**src/rtl/sram_arb_pkg.sv**
```systemverilog
// Shared types and defaults for the two-port SRAM arbiter.
// FSM encoding and default bus widths.
package sram_arb_pkg;

  localparam int DEF_ADDR_W = 16;
  localparam int DEF_DATA_W = 32;

  typedef enum logic [1:0] {
    ST_IDLE  = 2'd0,
    ST_ISSUE = 2'd1,
    ST_BUSY  = 2'd2,
    ST_RESP  = 2'd3
  } state_e;

endpackage

```
**src/rtl/sram_arb_if.sv**
```systemverilog
// Requester and SRAM-controller bus bundle for the arbiter.
// slave = arbiter view, master = environment view.
interface sram_arb_if
  import sram_arb_pkg::*;
#(
  parameter int AW = DEF_ADDR_W,
  parameter int DW = DEF_DATA_W
);
  logic          rq0_r_en;
  logic          rq0_w_en;
  logic [AW-1:0] rq0_addr;
  logic [DW-1:0] rq0_wdata;
  logic [DW-1:0] rq0_rdata;
  logic          rq0_ack;
  logic          rq0_stall;

  logic          rq1_r_en;
  logic          rq1_w_en;
  logic [AW-1:0] rq1_addr;
  logic [DW-1:0] rq1_wdata;
  logic [DW-1:0] rq1_rdata;
  logic          rq1_ack;
  logic          rq1_stall;

  logic          mem_r_en;
  logic          mem_w_en;
  logic [AW-1:0] mem_addr;
  logic [DW-1:0] mem_wdata;
  logic [DW-1:0] mem_rdata;
  logic          mem_not_ready;

  modport slave (
    input  rq0_r_en, rq0_w_en, rq0_addr, rq0_wdata,
    input  rq1_r_en, rq1_w_en, rq1_addr, rq1_wdata,
    input  mem_rdata, mem_not_ready,
    output rq0_rdata, rq0_ack, rq0_stall,
    output rq1_rdata, rq1_ack, rq1_stall,
    output mem_r_en, mem_w_en, mem_addr, mem_wdata
  );

  modport master (
    output rq0_r_en, rq0_w_en, rq0_addr, rq0_wdata,
    output rq1_r_en, rq1_w_en, rq1_addr, rq1_wdata,
    output mem_rdata, mem_not_ready,
    input  rq0_rdata, rq0_ack, rq0_stall,
    input  rq1_rdata, rq1_ack, rq1_stall,
    input  mem_r_en, mem_w_en, mem_addr, mem_wdata
  );
endinterface

```
**src/rtl/sram_arbiter_rr_arb2.sv**
```systemverilog
// Two-way round-robin picker, one-hot grant.
// On a tie the side that did not win last time is chosen.
module rr_arb2 (
  input  logic [1:0] req_i,
  input  logic       last_i,
  input  logic       fixed_prio_i,
  output logic [1:0] grant_o
);

  always_comb begin
    grant_o = 2'b00;
    unique case (req_i)
      2'b01: grant_o = 2'b01;
      2'b10: grant_o = 2'b10;
      2'b11: grant_o = (fixed_prio_i | last_i) ? 2'b01 : 2'b10;
      default: grant_o = 2'b00;
    endcase
  end

endmodule

```
**src/rtl/sram_arbiter.sv**
```systemverilog
// Shares one SRAM controller port between two requesters.
// IDLE -> ISSUE -> BUSY -> RESP, with latched address/data per access.
module sram_arbiter
  import sram_arb_pkg::*;
#(
  parameter int ADDR_W     = DEF_ADDR_W,
  parameter int DATA_W     = DEF_DATA_W,
  parameter bit FIXED_PRIO = 1'b0
) (
  input logic      clk,
  input logic      rst,
  sram_arb_if.slave bus
);

  state_e              state_q;
  logic                rr_last_q;
  logic                owner_q;
  logic                op_rd_q;
  logic                busy_first_q;
  logic [ADDR_W-1:0]   addr_q;
  logic [DATA_W-1:0]   wdata_q;
  logic                mem_r_en_q;
  logic                mem_w_en_q;
  logic [1:0]          ack_q;
  logic [DATA_W-1:0]   rdata0_q;
  logic [DATA_W-1:0]   rdata1_q;

  logic [1:0]          req;
  logic [1:0]          grant;
  logic                sel_rd;
  logic [ADDR_W-1:0]   sel_addr;
  logic [DATA_W-1:0]   sel_wdata;

  assign req = {bus.rq1_r_en | bus.rq1_w_en,
                bus.rq0_r_en | bus.rq0_w_en};

  rr_arb2 u_arb (
    .req_i       (req),
    .last_i      (rr_last_q),
    .fixed_prio_i(FIXED_PRIO),
    .grant_o     (grant)
  );

  // read wins when a requester raises both enables
  assign sel_rd    = grant[1] ? bus.rq1_r_en  : bus.rq0_r_en;
  assign sel_addr  = grant[1] ? bus.rq1_addr  : bus.rq0_addr;
  assign sel_wdata = grant[1] ? bus.rq1_wdata : bus.rq0_wdata;

  always_ff @(posedge clk) begin
    if (rst) begin
      state_q      <= ST_IDLE;
      rr_last_q    <= 1'b1;
      owner_q      <= 1'b0;
      op_rd_q      <= 1'b0;
      busy_first_q <= 1'b0;
      addr_q       <= '0;
      wdata_q      <= '0;
      mem_r_en_q   <= 1'b0;
      mem_w_en_q   <= 1'b0;
      ack_q        <= 2'b00;
      rdata0_q     <= '0;
      rdata1_q     <= '0;
    end else begin
      mem_r_en_q <= 1'b0;
      mem_w_en_q <= 1'b0;
      ack_q      <= 2'b00;
      unique case (state_q)
        ST_IDLE: begin
          if (!bus.mem_not_ready && (|req)) begin
            owner_q    <= grant[1];
            rr_last_q  <= grant[1];
            op_rd_q    <= sel_rd;
            addr_q     <= sel_addr;
            wdata_q    <= sel_wdata;
            mem_r_en_q <= sel_rd;
            mem_w_en_q <= ~sel_rd;
            state_q    <= ST_ISSUE;
          end
        end
        ST_ISSUE: begin
          busy_first_q <= 1'b1;
          state_q      <= ST_BUSY;
        end
        ST_BUSY: begin
          // controller raises not_ready only after seeing the pulse
          if (busy_first_q) begin
            busy_first_q <= 1'b0;
          end else if (!bus.mem_not_ready) begin
            ack_q[owner_q] <= 1'b1;
            if (op_rd_q && owner_q)  rdata1_q <= bus.mem_rdata;
            if (op_rd_q && !owner_q) rdata0_q <= bus.mem_rdata;
            state_q <= ST_RESP;
          end
        end
        ST_RESP: state_q <= ST_IDLE;
        default: state_q <= ST_IDLE;
      endcase
    end
  end

  assign bus.mem_r_en  = mem_r_en_q;
  assign bus.mem_w_en  = mem_w_en_q;
  assign bus.mem_addr  = addr_q;
  assign bus.mem_wdata = wdata_q;
  assign bus.rq0_ack   = ack_q[0];
  assign bus.rq1_ack   = ack_q[1];
  assign bus.rq0_rdata = rdata0_q;
  assign bus.rq1_rdata = rdata1_q;
  assign bus.rq0_stall = req[0] & ~ack_q[0];
  assign bus.rq1_stall = req[1] & ~ack_q[1];

endmodule
```
**src/flat_wrapper.sv**
```systemverilog
// flat-port wrapper written by rule: the top's interface ports become plain ports
module sram_arbiter_flat import sram_arb_pkg::*;
#(
  parameter int ADDR_W     = DEF_ADDR_W,
  parameter int DATA_W     = DEF_DATA_W,
  parameter bit FIXED_PRIO = 1'b0
)
  (clk, rst, bus_rq0_r_en, bus_rq0_w_en, bus_rq0_addr, bus_rq0_wdata, bus_rq1_r_en, bus_rq1_w_en, bus_rq1_addr, bus_rq1_wdata, bus_mem_rdata, bus_mem_not_ready, bus_rq0_rdata, bus_rq0_ack, bus_rq0_stall, bus_rq1_rdata, bus_rq1_ack, bus_rq1_stall, bus_mem_r_en, bus_mem_w_en, bus_mem_addr, bus_mem_wdata);
  sram_arb_if bus_i ();
  input logic clk;
  input logic rst;
  input wire logic [$bits(bus_i.rq0_r_en)-1:0] bus_rq0_r_en;
  input wire logic [$bits(bus_i.rq0_w_en)-1:0] bus_rq0_w_en;
  input wire logic [$bits(bus_i.rq0_addr)-1:0] bus_rq0_addr;
  input wire logic [$bits(bus_i.rq0_wdata)-1:0] bus_rq0_wdata;
  input wire logic [$bits(bus_i.rq1_r_en)-1:0] bus_rq1_r_en;
  input wire logic [$bits(bus_i.rq1_w_en)-1:0] bus_rq1_w_en;
  input wire logic [$bits(bus_i.rq1_addr)-1:0] bus_rq1_addr;
  input wire logic [$bits(bus_i.rq1_wdata)-1:0] bus_rq1_wdata;
  input wire logic [$bits(bus_i.mem_rdata)-1:0] bus_mem_rdata;
  input wire logic [$bits(bus_i.mem_not_ready)-1:0] bus_mem_not_ready;
  output wire logic [$bits(bus_i.rq0_rdata)-1:0] bus_rq0_rdata;
  output wire logic [$bits(bus_i.rq0_ack)-1:0] bus_rq0_ack;
  output wire logic [$bits(bus_i.rq0_stall)-1:0] bus_rq0_stall;
  output wire logic [$bits(bus_i.rq1_rdata)-1:0] bus_rq1_rdata;
  output wire logic [$bits(bus_i.rq1_ack)-1:0] bus_rq1_ack;
  output wire logic [$bits(bus_i.rq1_stall)-1:0] bus_rq1_stall;
  output wire logic [$bits(bus_i.mem_r_en)-1:0] bus_mem_r_en;
  output wire logic [$bits(bus_i.mem_w_en)-1:0] bus_mem_w_en;
  output wire logic [$bits(bus_i.mem_addr)-1:0] bus_mem_addr;
  output wire logic [$bits(bus_i.mem_wdata)-1:0] bus_mem_wdata;
  assign bus_i.rq0_r_en = bus_rq0_r_en;
  assign bus_i.rq0_w_en = bus_rq0_w_en;
  assign bus_i.rq0_addr = bus_rq0_addr;
  assign bus_i.rq0_wdata = bus_rq0_wdata;
  assign bus_i.rq1_r_en = bus_rq1_r_en;
  assign bus_i.rq1_w_en = bus_rq1_w_en;
  assign bus_i.rq1_addr = bus_rq1_addr;
  assign bus_i.rq1_wdata = bus_rq1_wdata;
  assign bus_i.mem_rdata = bus_mem_rdata;
  assign bus_i.mem_not_ready = bus_mem_not_ready;
  assign bus_rq0_rdata = bus_i.rq0_rdata;
  assign bus_rq0_ack = bus_i.rq0_ack;
  assign bus_rq0_stall = bus_i.rq0_stall;
  assign bus_rq1_rdata = bus_i.rq1_rdata;
  assign bus_rq1_ack = bus_i.rq1_ack;
  assign bus_rq1_stall = bus_i.rq1_stall;
  assign bus_mem_r_en = bus_i.mem_r_en;
  assign bus_mem_w_en = bus_i.mem_w_en;
  assign bus_mem_addr = bus_i.mem_addr;
  assign bus_mem_wdata = bus_i.mem_wdata;
  sram_arbiter #(.ADDR_W(ADDR_W), .DATA_W(DATA_W), .FIXED_PRIO(FIXED_PRIO)) u_core (.clk(clk), .rst(rst), .bus(bus_i));
endmodule
```
**config.mk**
```make
export PLATFORM = sky130hd
export DESIGN_NAME = sram_arbiter_flat
export DESIGN_NICKNAME = d
export VERILOG_FILES = /design/src/rtl/sram_arb_pkg.sv /design/src/rtl/sram_arb_if.sv /design/src/rtl/sram_arbiter_rr_arb2.sv /design/src/rtl/sram_arbiter.sv /design/src/flat_wrapper.sv
export SDC_FILE = /design/constraint.sdc
export NUM_CORES = 1
export LEC_CHECK = 0
export ABC_AREA = 1
export CORE_AREA = 2 2 98 100
export CTS_CLUSTER_SIZE = 30
export DETAILED_ROUTE_END_ITERATION = 10
export DIE_AREA = 0 0 100 102
export DONT_BUFFER_PORTS = 1
export GPL_TIMING_DRIVEN = 1
export PLACE_DENSITY = 0.72
export SLEW_MARGIN = 20
export SYNTH_ARGS = -nofsm -noshare
export SYNTH_HDL_FRONTEND = slang
export SYNTH_SLANG_ARGS = --single-unit
```
**constraint.sdc**
```tcl
create_clock -name clk -period 1.5 [get_ports clk]
set_input_delay 0.15 -clock clk [delete_from_list [all_inputs] [get_ports clk]]
set_output_delay 0.15 -clock clk [all_outputs]
set_load 0.02 [all_outputs]
```
==> flow_metrics.tcl <==
set metrics [dict create \
    outcome "completed" \
    antenna_found_initial 0 \
    tightest_slew_ns 0.612 \
    post-cts-setup-buffers 0 \
    rsz0062_at_grt "true" \
    finalSetupViolations 0 \
    synth.distinct_cells 20 \
    reg2regPathDepth 6 \
    drt_first_iter_violations 343 \
    slew_headroom_pct 59.2 \
    htree_levels 4 \
    area_growth_syn_to_layout_pct 38.5 \
    synth.net_count 897 \
    period_needed_ns 1.45 \
    routed_wl_um 17400 \
    post_drt_wl_per_cell_um 17.3 \
    yosysWarnings 0 \
    vias 5617 \
    arrival_ns 1.84 \
    grt_pass1_vias 5493 \
    ir_drop_mv 0.895 \
    fp-row-count 35 \
    cts_buffer_depth 2 \
    drv_cap 0 \
    chipHeight_um 102 \
    grt_max_degree 72 \
    hold_path.class "primary input to flip-flop" \
    final_common_cell "nor2_1" \
    syn_area_per_cell_um2 7.05 \
    cellPowerDensity_nw_per_um2 1510 \
    hpwl_um 9030 \
    drcViolationCount 0 \
    start_kind "flip-flop" \
    final_util_pct 81.4 \
    r2r-start "u_core.state_q[0]" \
    grt_first_pass_wirelength_um 26600 \
    clock_skew_ns 0.0150 \
    fin_crit_sh_pct 96.5 \
    antenna_left 0 \
    drv_slew 0 \
    end_kind "flip-flop" \
    holdCritStartpoint "bus_mem_not_ready" \
    whs_ns 0.119 \
    drt-pass1-iter-count 5 \
    min_to "u_core.state_q[0]" \
    most-common-layout-cells "nor2_1, dlygate4sd3_1, dfxtp_1" \
    p_leak_nw 3.31 \
    cts.clk_slew.worst_paths_ns 0.06 \
    cts_tree "yes" \
    crit_fanout 14 \
    initial_core_util_pct 58.8 \
    core_region_area_um2 9110 \
    yosysTopAreaCell "dfxtp_1" \
    nets 1017 \
    worstPathRequired_ns 1.89 \
    worstSkewPairLatency_ns 0.50 \
    synthesis.area_um2 5350 \
    via_per_inst 5.58 \
    overflow 0 \
    drive_gt1_share_pct 8.41 \
    track_usage_pct 33.4 \
    synth_top_cell_area_share_pct 45.6 \
    synth_cells 759 \
    cts_made_buffers 17 \
    io_buffers 0 \
    ys_seq_elements 122 \
    hold_viol 0 \
    cts_root_buf "clkbuf_8" \
    timing.rr.end "u_core.bus.rq1_rdata[24]" \
    fmax_mhz 691 \
    netlist_top_cells_area "dfxtp_1, nor2_1, nand3_1" \
    dieArea_um2 10200 \
    gp_congestion 0.802 \
    hold_path_depth 6 \
    critPathKind "flip-flop to flip-flop" \
    die_width_um 100 \
    pin_count 253 \
    yosysSeqAreaShare_pct 45.6 \
    numClockSinks 122 \
    r2r_slack_ns 0.05 \
]
[through the flow]
| stage | instances | power [W] | setup slack, ns | setup TNS, ns | area, um2 |
|---|---|---|---|---|---|
| 6_report | 1007 | 0.0112 | 0.0526 | 0 | 7410 |
| 3_3_place_gp | 837 | 0.00644 | 0.153 | 0 | 5420 |
| 3_5_place_dp | 837 | 0.00655 | 0.0768 | 0 | 5420 |
| 2_1_floorplan | 759 | 0.00608 | 0.199 | 0 | 5350 |
| 4_1_cts | 1002 | 0.0110 | 0.0569 | 0 | 7360 |
| 5_1_grt | 1003 | 0.0117 | -0.0377 | -0.0800 | 7400 |
[state kept, by name, summed over array words and instances, names as in the netlist]
| name | count |
|---|---|
| u_core.bus.mem_r_en | 1 |
| u_core.bus.rq1_rdata | 32 |
| u_core.op_rd_q | 1 |
| u_core.busy_first_q | 1 |
| u_core.state_q | 2 |
| u_core.bus.mem_w_en | 1 |
| u_core.owner_q | 1 |
| u_core.bus.rq0_rdata | 32 |
| u_core.rr_last_q | 1 |
| u_core.ack_q | 2 |
| u_core.bus.mem_wdata | 32 |
| u_core.bus.mem_addr | 16 |
[metal layers]
| layer | up-vias | share of wire, % | global-route usage, % |
|---|---|---|---|
| li1 | 2623 | - | - |
| met1 | 2488 | 35 | 33.8 |
| met2 | 396 | 49 | 57.0 |
| met3 | 110 | 11 | 13.8 |
| met4 | 0 | 5.6 | 21.8 |
| met5 | - | 0 | 0 |
[worst max-delay path by stage]
stage,startpoint,end,slack [ns],cells past startpoint
2_1_floorplan,u_core.state_q[0],u_core.bus.rq0_rdata[0],0.20,6
3_3_place_gp,u_core.state_q[0],u_core.bus.mem_wdata[8],0.15,8
3_5_place_dp,u_core.state_q[0],u_core.bus.rq0_rdata[20],0.08,7
4_1_cts,u_core.state_q[0],u_core.bus.rq0_rdata[3],0.06,6
5_1_grt,u_core.state_q[0],u_core.bus.mem_wdata[21],-0.04,8
6_report,u_core.state_q[0],u_core.bus.rq1_rdata[24],0.05,6
[cells by family (layout without fill, tap and decap cells)]
logic type,after synthesis,after routing,share of synthesized area [%]
other,0,4,0
DFF,122,122,45.6
AOI/OAI and AO/OA,117,117,10.9
and+or+nand+nor,356,356,29.1
buffers and inverters,161,294,13.6
adders and majority gates,3,3,0.701
[report_power, final]
group | internal, W | total [W] | switching, W
sequential | 0.00370 | 0.00455 | 0.000848
clock | 0.00257 | 0.00410 | 0.00152
combinational | 0.00102 | 0.00254 | 0.00152
total | 0.00729 | 0.0112 | 0.00389
[final cells by class]
class,instances,area [um2]
inverter,111,419
clock inverter,14,183
antenna,4,10.0
timing repair buffer,151,1610
multi-input combinational,476,2200
clock buffer,18,418
tap,111,139
fill,528,1690
sequential,122,2440
[what timing repair did]
| action | in CTS | in global routing |
|---|---|---|
| hold buffers | 133 | 0 |
| gates resized for setup | 0 | 8 |
| hold endpoints to repair | 118 | 0 |
| endpoints found under the setup margin | 0 | 44 |
[worst max-delay path, stage by stage, from the launching register on]
cell and delay, ns:
dfxtp_1 0.31, inv_1 0.12, ha_2 0.25, nand4_2 0.15, buf_4 0.22, o21ai_0 0.20
nor2_1 0.08
[cells in the mapped netlist]
master and number:
nand3_2 10, ha_1 3, o21ai_0 65, nand3_1 91
clkbuf_2 1, nand2_1 110, buf_4 7, nand3_4 1
nand2_2 3, buf_6 11, dfxtp_1 122, nor3_1 1
nand4_2 2, clkbuf_1 19, nor2_2 2, inv_2 4
nor2_1 136, inv_1 107, a21oi_1 52, buf_2 12
(Power assumes the default switching activity.)
